`config.mk`:
```
export PLATFORM = sky130hd
export DESIGN_NAME = hit_detector
export DESIGN_NICKNAME = d
export VERILOG_FILES = /design/src/rtl/hit_detector.sv
export SDC_FILE = /design/constraint.sdc
export NUM_CORES = 1
export LEC_CHECK = 0
export CAP_MARGIN = 20
export CORE_ASPECT_RATIO = 1.4
export CORE_MARGIN = 5
export CORE_UTILIZATION = 54
export CTS_BUF_LIST = sky130_fd_sc_hd__clkbuf_4 sky130_fd_sc_hd__clkbuf_8
export DETAILED_ROUTE_END_ITERATION = 8
export PLACE_DENSITY = 0.89
export REMOVE_ABC_BUFFERS = 1
export SYNTH_ARGS = -nofsm -noshare
export SYNTH_HDL_FRONTEND = slang
export SYNTH_SLANG_ARGS = --single-unit
export TNS_END_PERCENT = 30
```
`constraint.sdc`:
```
create_clock -name Pclk -period 1.7 [get_ports Pclk]
set_input_delay 0.17 -clock Pclk [delete_from_list [all_inputs] [get_ports Pclk]]
set_output_delay 0.17 -clock Pclk [all_outputs]
set_load 0.05 [all_outputs]
```
`src/rtl/hit_detector.sv`:
```
// hit_detector: per-object collision detector for the HP bar.
//
// Each Pclk cycle the heart's bounding box is tested against bullet 1, bullet 2,
// the big attack and the heal orb. Registered collision levels are produced, and
// their rising edges generate one-cycle damage and heal pulses.
//
// Optional feature macro: HIT_INVULN_EN. When defined, a damage event opens an
// invulnerability window that lasts INVULN_FRAMES frame ticks. During the window,
// further damage edges are dropped. When undefined, every damage edge pulses and
// invuln is tied low.
//
// Ports:
//   Pclk, rst_n        pixel clock, asynchronous active-low reset
//   frame_tick         one-cycle pulse per video frame
//   state_game         game state; 1 = new attack round (clears edges/heal/FSM)
//   heart_x/y          heart top-left
//   b1/b2/big/gb_x/y   object top-left positions
//   obj_en             object present flags {GB, Big, B2, B1}
//   isCollision*       registered overlap levels
//   dmg_pulse/dmg_amt  one-cycle damage event and its amount (60 Big, else 30)
//   heal_pulse         one-cycle heal event, at most once per round
//   invuln             high while invulnerable
module hit_detector #(
  parameter int unsigned HEART_W       = 16,
  parameter int unsigned BUL_W         = 16,
  parameter int unsigned BIG_W         = 64,
  parameter int unsigned GB_W          = 16,
  parameter int unsigned INVULN_FRAMES = 30
) (
  input  logic       Pclk,
  input  logic       rst_n,
  input  logic       frame_tick,
  input  logic [1:0] state_game,
  input  logic [9:0] heart_x,
  input  logic [9:0] heart_y,
  input  logic [9:0] b1_x,
  input  logic [9:0] b1_y,
  input  logic [9:0] b2_x,
  input  logic [9:0] b2_y,
  input  logic [9:0] big_x,
  input  logic [9:0] big_y,
  input  logic [9:0] gb_x,
  input  logic [9:0] gb_y,
  input  logic [3:0] obj_en,
  output logic       isCollisionB1,
  output logic       isCollisionB2,
  output logic       isCollisionBig,
  output logic       isCollisionGB,
  output logic       dmg_pulse,
  output logic [6:0] dmg_amt,
  output logic       heal_pulse,
  output logic       invuln
);

  localparam logic [10:0] HeartW = 11'(HEART_W);
  localparam logic [10:0] BulW   = 11'(BUL_W);
  localparam logic [10:0] BigW   = 11'(BIG_W);
  localparam logic [10:0] GbW    = 11'(GB_W);
  localparam logic [7:0]  InvInit = 8'(INVULN_FRAMES);

  // Half-open axis-aligned overlap. The sums are 11 bits wide, so a box near
  // the 1023 edge does not wrap around to 0.
  function automatic logic overlap(input logic [9:0] hx, input logic [9:0] hy,
                                   input logic [9:0] ox, input logic [9:0] oy,
                                   input logic [10:0] w);
    logic [10:0] hx_e, hy_e, ox_e, oy_e;
    hx_e = {1'b0, hx};
    hy_e = {1'b0, hy};
    ox_e = {1'b0, ox};
    oy_e = {1'b0, oy};
    return (hx_e < ox_e + w) && (ox_e < hx_e + HeartW) &&
           (hy_e < oy_e + w) && (oy_e < hy_e + HeartW);
  endfunction

  logic [3:0] coll_d, coll_q, prev_q, rise;
  logic       round;
  logic       dmg_rise, dmg_fire, heal_fire;
  logic       dmg_pulse_q, heal_pulse_q, heal_used_q;
  logic [6:0] dmg_amt_q;

  assign round = (state_game == 2'd1);

  always_comb begin
    coll_d    = '0;
    coll_d[0] = obj_en[0] & overlap(heart_x, heart_y, b1_x, b1_y, BulW);
    coll_d[1] = obj_en[1] & overlap(heart_x, heart_y, b2_x, b2_y, BulW);
    coll_d[2] = obj_en[2] & overlap(heart_x, heart_y, big_x, big_y, BigW);
    coll_d[3] = obj_en[3] & overlap(heart_x, heart_y, gb_x, gb_y, GbW);
  end

  // Edges are suppressed while a round is starting. The previous-value
  // registers are held at 0 then, so an overlap that persists across the round
  // start produces a fresh edge once state_game leaves 1.
  assign rise      = coll_q & ~prev_q & {4{~round}};
  assign dmg_rise  = |rise[2:0];
  assign heal_fire = rise[3] & ~heal_used_q;

`ifdef HIT_INVULN_EN
  localparam logic [0:0] IDLE   = 1'b0;
  localparam logic [0:0] INVULN = 1'b1;

  logic [0:0] state_d, state_q;
  logic [7:0] cnt_d, cnt_q;

  assign dmg_fire = dmg_rise & (state_q == IDLE);

  always_comb begin
    state_d = state_q;
    cnt_d   = cnt_q;
    unique case (state_q)
      IDLE: begin
        if (dmg_rise) begin
          state_d = INVULN;
          cnt_d   = InvInit;
        end
      end
      INVULN: begin
        if (round) begin
          state_d = IDLE;
          cnt_d   = '0;
        end else if (cnt_q == 8'd0) begin
          state_d = IDLE;
        end else if (frame_tick && !dmg_pulse_q) begin
          // A tick coincident with the entering pulse does not count.
          cnt_d = cnt_q - 8'd1;
        end
      end
      default: begin
        state_d = IDLE;
        cnt_d   = '0;
      end
    endcase
  end

  always_ff @(posedge Pclk or negedge rst_n) begin
    if (!rst_n) begin
      state_q <= IDLE;
      cnt_q   <= '0;
    end else begin
      state_q <= state_d;
      cnt_q   <= cnt_d;
    end
  end

  assign invuln = (state_q == INVULN);
`else
  logic unused_cfg;

  assign dmg_fire   = dmg_rise;
  assign invuln     = 1'b0;
  assign unused_cfg = ^{frame_tick, InvInit};
`endif

  always_ff @(posedge Pclk or negedge rst_n) begin
    if (!rst_n) begin
      coll_q       <= '0;
      prev_q       <= '0;
      dmg_pulse_q  <= 1'b0;
      dmg_amt_q    <= '0;
      heal_pulse_q <= 1'b0;
      heal_used_q  <= 1'b0;
    end else begin
      coll_q       <= coll_d;
      prev_q       <= round ? 4'b0000 : coll_q;
      dmg_pulse_q  <= dmg_fire;
      // Big has priority and amounts never sum.
      dmg_amt_q    <= dmg_fire ? (rise[2] ? 7'd60 : 7'd30) : 7'd0;
      heal_pulse_q <= heal_fire;
      heal_used_q  <= round ? 1'b0 : (heal_used_q | heal_fire);
    end
  end

  assign isCollisionB1  = coll_q[0];
  assign isCollisionB2  = coll_q[1];
  assign isCollisionBig = coll_q[2];
  assign isCollisionGB  = coll_q[3];
  assign dmg_pulse      = dmg_pulse_q;
  assign dmg_amt        = dmg_amt_q;
  assign heal_pulse     = heal_pulse_q;

endmodule
```
* Word level (Yosys, flattened, before mapping)
Cells that the tools add are included.
Storage, ports and cells: word-level logic and storage cells 61, input port bits 109, register bits after elaboration 18
Cells by class: muxes and demuxes 4, $lt $le $gt $ge 16, equality and inequality tests 1, reduce and logical (&&, ||, !) cells 13, bitwise operators 11, add/sub/neg operators 10
Operator list (count):
- $lt 10x11->1 | 16
- $add 10x5->11 const B | 8
- $add 10x7->11 const B | 2
- $logic_and 1x1->1 | 12
- $mux 6 | 2
- $and 4x4->4 | 2
- $and 1x1->1 | 5
- $mux 4 | 1
- $not 4->4 | 1
- $reduce_or 3->1 | 1
- $eq 2x1->1 const B | 1
- $not 1->1 | 2
- $mux 1 | 1
- $or 1x1->1 | 1

* Longest topological paths before layout
depth in word-level cells 6, gate-level depth with buffers 10

* Worst setup path before layout
Ideal clock, no wire load.
kind in2reg, from in heart_x[4], to reg coll_q[0], path buffers 0, setup slack -0.613 ns, data required time 1.606 ns, setup time 0.094 ns, cell stages on the path 9, arrival 2.219 ns, cells stage by stage ha_1 > xnor2_1 > ha_1 > o21ai_0 > o21ai_0 > a21o_1 > maj3_1 > maj3_1 > a211oi_1
On the way: word-level cells in the longest chain between the ends 6, elaborated cells between the ends (all ways) 7, classes of those cells 1 x add/sub; 2 x order compare; 1 x bitwise; 3 x reduce/logical
Ends and longest elaborated chain:
- from (decl) | line 34 | input logic [9:0] heart_x,
- $add 10x5->11 | line 71 | return (hx_e < ox_e + w) && (ox_e < hx_e + HeartW) &&
- $lt 10x11->1 | line 71
- $logic_and 1x1->1 (*) (2 in a row) | line 71
- $logic_and 1x1->1 (*) | line 72 | (hy_e < oy_e + w) && (oy_e < hy_e + HeartW);
- $and 1x1->1 (*) | line 85 | coll_d[0] = obj_en[0] & overlap(heart_x, heart_y, b1_x, b1_y, BulW);
- named net coll_d[0] | line 75 | logic [3:0] coll_d, coll_q, prev_q, rise;
- to (signal assigned) | line 163 | coll_q <= coll_d;
- to (decl) | line 75
The timed path passes the listed nets; every way through them passes the cells marked *.

* Worst setup path after layout
from in heart_y[4], to reg coll_q[2]
On the way: word-level cells in the longest chain between the ends 4, elaborated cells between the ends (all ways) 6, classes of those cells 1 x add/sub; 2 x order compare; 1 x bitwise; 2 x reduce/logical
Ends and longest elaborated chain:
- from (decl) | line 35 | input logic [9:0] heart_y,
- $add 10x5->11 or $lt 10x11->1 (tied branches) | line 72
- $lt 10x11->1 or $logic_and 1x1->1 (tied branches) | line 72, 71
- $logic_and 1x1->1 (*) | line 72
- $and 1x1->1 (*) | line 87 | coll_d[2] = obj_en[2] & overlap(heart_x, heart_y, big_x, big_y, BigW);
- named net coll_d[2] | line 75
Marks and branches as above.

==> results.toml <==
[status]
status = "complete, but fails checks"
violations = "negative setup slack"

[finish]
fin_cells = 873
antenna_cells = 0
final_net_count = 1020
multiInputGateArea_um2 = 4100
layout_common_cells = "buf_4 (133), ha_1 (119), clkdlybuf4s50_1 (77)"
fill_cells = 363
seqCellArea_um2 = 325
layout_commonest_cell = "buf_4"
syn_to_final_growth_pct = 62.4
drive_above_1_share_pct = 26.5

[global_routing]
met1_usage_pct = 31.0
grt_first_pass_wirelength_um = 27800
antenna_found_initial = 0
busiest_layer = "met2"
grt-ovfl-total = 0
grt_pass1_vias = 6015
grt_usage_pct = 36.1
grt_max_degree = 14
grt_use_met3_pct = 6.74
use_met2_pct = 70.2

[sta]
setup_viol = 4
min_period_ns = 2.37
worst_slack_ns = -0.667
final-max-slew-violation-count = 0
hold_violations = 0
max_freq_mhz = 422
clock_skew_ns = 0.00461
worst_pin_slew_ns = 0.744
relSlewSlack_pct = 50.2
fin_crit_sh_pct = 139
rsz0062_at_grt = "yes"
tns_ns = -2.49
fin_hold_ws_ns = 0.322

[setup_path]
critPathKind = "in2reg"
critPathSlowestCell = "xor2_4"
cp.arrival_ns = 2.55
endpoint = "coll_q[2]$_DFF_PN0_"
worstReg2RegEnd = "dmg_amt[4]$_DFF_PN0_"
crit_buf_inv = 2
reg2regPathDepth = 3
crit_start = "heart_y[4]"
timing.rr.start = "coll_q[2]$_DFF_PN0_"
endpoint_kind = "flip-flop"
critPathTopFamily = "compound AO/OA/AOI/OAI gates"
worstPathCellList = "clkdlybuf4s15_1, ha_4, nand3_4, xor2_4, buf_4, ha_1, a21oi_2, nand2_1, a21oi_2, o2111a_1, o311ai_0, a211oi_1"
critPathMostFrequentCell = "a21oi_2"
crit_path_start_kind = "primary input"
critical_path.max_stage_delay_ns = 0.28
r2r_slack_ns = 0.56
worst-path-max-fanout = 4
required_ns = 1.88
cp.depth = 12

[clock_network]
cts.clk_slew.worst_paths_ns = 0.07
cts_buffer_depth = 2
cts_buffers = 3
clk_latency_ns = 0.29
numClockSinks = 13
htree_num_levels = 1
cts_tree = "built"
ctsHoldBuffers = 0
cts_root_buf = "clkbuf_8"

[job]
maxCapViolations = 0

[synth]
synth_area_per_cell_um2 = 8.04
syn_area_um2 = 4240
synth_warnings = 0
yosysSeqAreaShare_pct = 7.68
synth-async-reset-ratio_pct = 100
ys.flop_type = "dfrtp_1"
synth_seq_cells = 13
syn_inst = 527
yosysUniqueCellTypes = 46
synth_edf_count = 0

[detailed_routing]
viasPerCell = 6.57
routed_wl_um = 21000
drtPass1Iterations = 8
first_iter_violations = 543
route.detailed.drc = 0
wl_per_cell_um = 24.1
ant_nets = 0
num_vias = 5734

[power]
power.leakage_nw = 3.40
powerDensity_nw_per_um2 = 417
vdd_drop_max_mv = 0.342

[placed_design]
routabilityCongestion = 0.965
dp_slack_ns = -1.22
dp_cells = 855
place_hpwl_um = 13100
io_buffers = 118

[floorplanning]
die_area_um2 = 9740
io_pins = 123
core_um2 = 7700
num_rows = 38
start_util_pct = 55.0
fp.dieW_um = 84.9
dieHeight_um = 115

[hold_path]
min_path_type = "in2async"
==> through the flow <==
step                util, %  total power [mW]  instance area, um2
global placement       82.4              2.01                6350
detailed placement     82.4              2.11                6350
global route           89.4              3.03                6880
CTS                    86.7              2.51                6680
finish                 89.4              2.87                6880
floorplan                 -              1.23                4200
==> cell type report <==
type | count | share of cell area [%]
multi-input combinational | 463 | 59.6
timing repair buffer | 247 | 30.7
sequential | 13 | 4.73
inverter | 46 | 2.51
tap | 100 | 1.82
clock buffer | 3 | 0.600
clock inverter | 1 | 0.0727
==> routing by layer <==
layer	vias up	share of wire, %
met5	-	0
met4	0	11
met3	235	8.5
met2	503	48
met1	2574	32
li1	2422	-
==> synthesized netlist by cell type (all sizes together), types with 3 or more instances <==
| library cell | number | area [um2] |
|---|---|---|
| inv | 46 | 173 |
| dfrtp | 13 | 325 |
| buf | 7 | 50.0 |
| o21ai | 20 | 100 |
| o21a | 7 | 52.6 |
| a21oi | 51 | 255 |
| nand4 | 10 | 62.6 |
| o31ai | 3 | 22.5 |
| nor2b | 11 | 68.8 |
| xor2 | 24 | 210 |
| a2111oi | 3 | 32.5 |
| maj3 | 4 | 42.5 |
| nor2 | 20 | 75.1 |
| ha | 137 | 1710 |
| xnor2 | 12 | 105 |
| nor3 | 3 | 15.0 |
| nand2 | 25 | 93.8 |
| nand2b | 12 | 75.1 |
| o22ai | 3 | 18.8 |
| nand3 | 45 | 225 |
| a211oi | 12 | 90.1 |
| and3 | 14 | 87.6 |
| a21o | 16 | 120 |
==> worst min path at each step <==
stage,startpoint,end,slack (ns),cells past startpoint
finish,rst_n,prev_q[0]$_DFF_PN0_,0.32,1
CTS,rst_n,heal_pulse$_DFF_PN0_,0.31,1
detailed placement,prev_q[2]$_DFF_PN0_,dmg_amt[5]$_DFF_PN0_,0.42,1
floorplan,rst_n,coll_q[0]$_DFF_PN0_,-0.13,0
global route,rst_n,prev_q[0]$_DFF_PN0_,0.35,1
global placement,heal_used_q$_DFF_PN0_,heal_pulse$_DFF_PN0_,0.41,1
==> timing repair <==
item,4_1_cts,5_1_grt
setup buffers,8,6
gates resized for setup,98,38
endpoints found under the setup margin,4,4
pin swaps,33,31
==> kinds of logic (layout without fill, tap and decap cells) <==
| group | count (synthesis) | after routing | share of synthesized area, % |
|---|---|---|---|
| flops | 13 | 13 | 7.68 |
| simple gates | 152 | 152 | 18.5 |
| fa+ha+maj | 141 | 141 | 41.5 |
| compound gates | 131 | 131 | 19.5 |
| buf+inv | 53 | 297 | 5.26 |
| xor+xnor | 36 | 36 | 7.44 |
| other cells | 1 | 3 | 0.0885 |
==> power breakdown <==
group	switching [mW]	total, mW	internal (mW)
registers	0.0192	0.353	0.334
logic	1.15	2.17	1.03
clock network	0.183	0.347	0.164
total	1.35	2.87	1.53
==> registers in the layout (all words and copies together), names as in the netlist <==
| register | count |
|---|---|
| coll_q | 4 |
| prev_q | 4 |
| dmg_amt | 3 |
| heal_pulse | 1 |
| heal_used_q | 1 |
No activity file was read; power rests on OpenSTA's default activity.
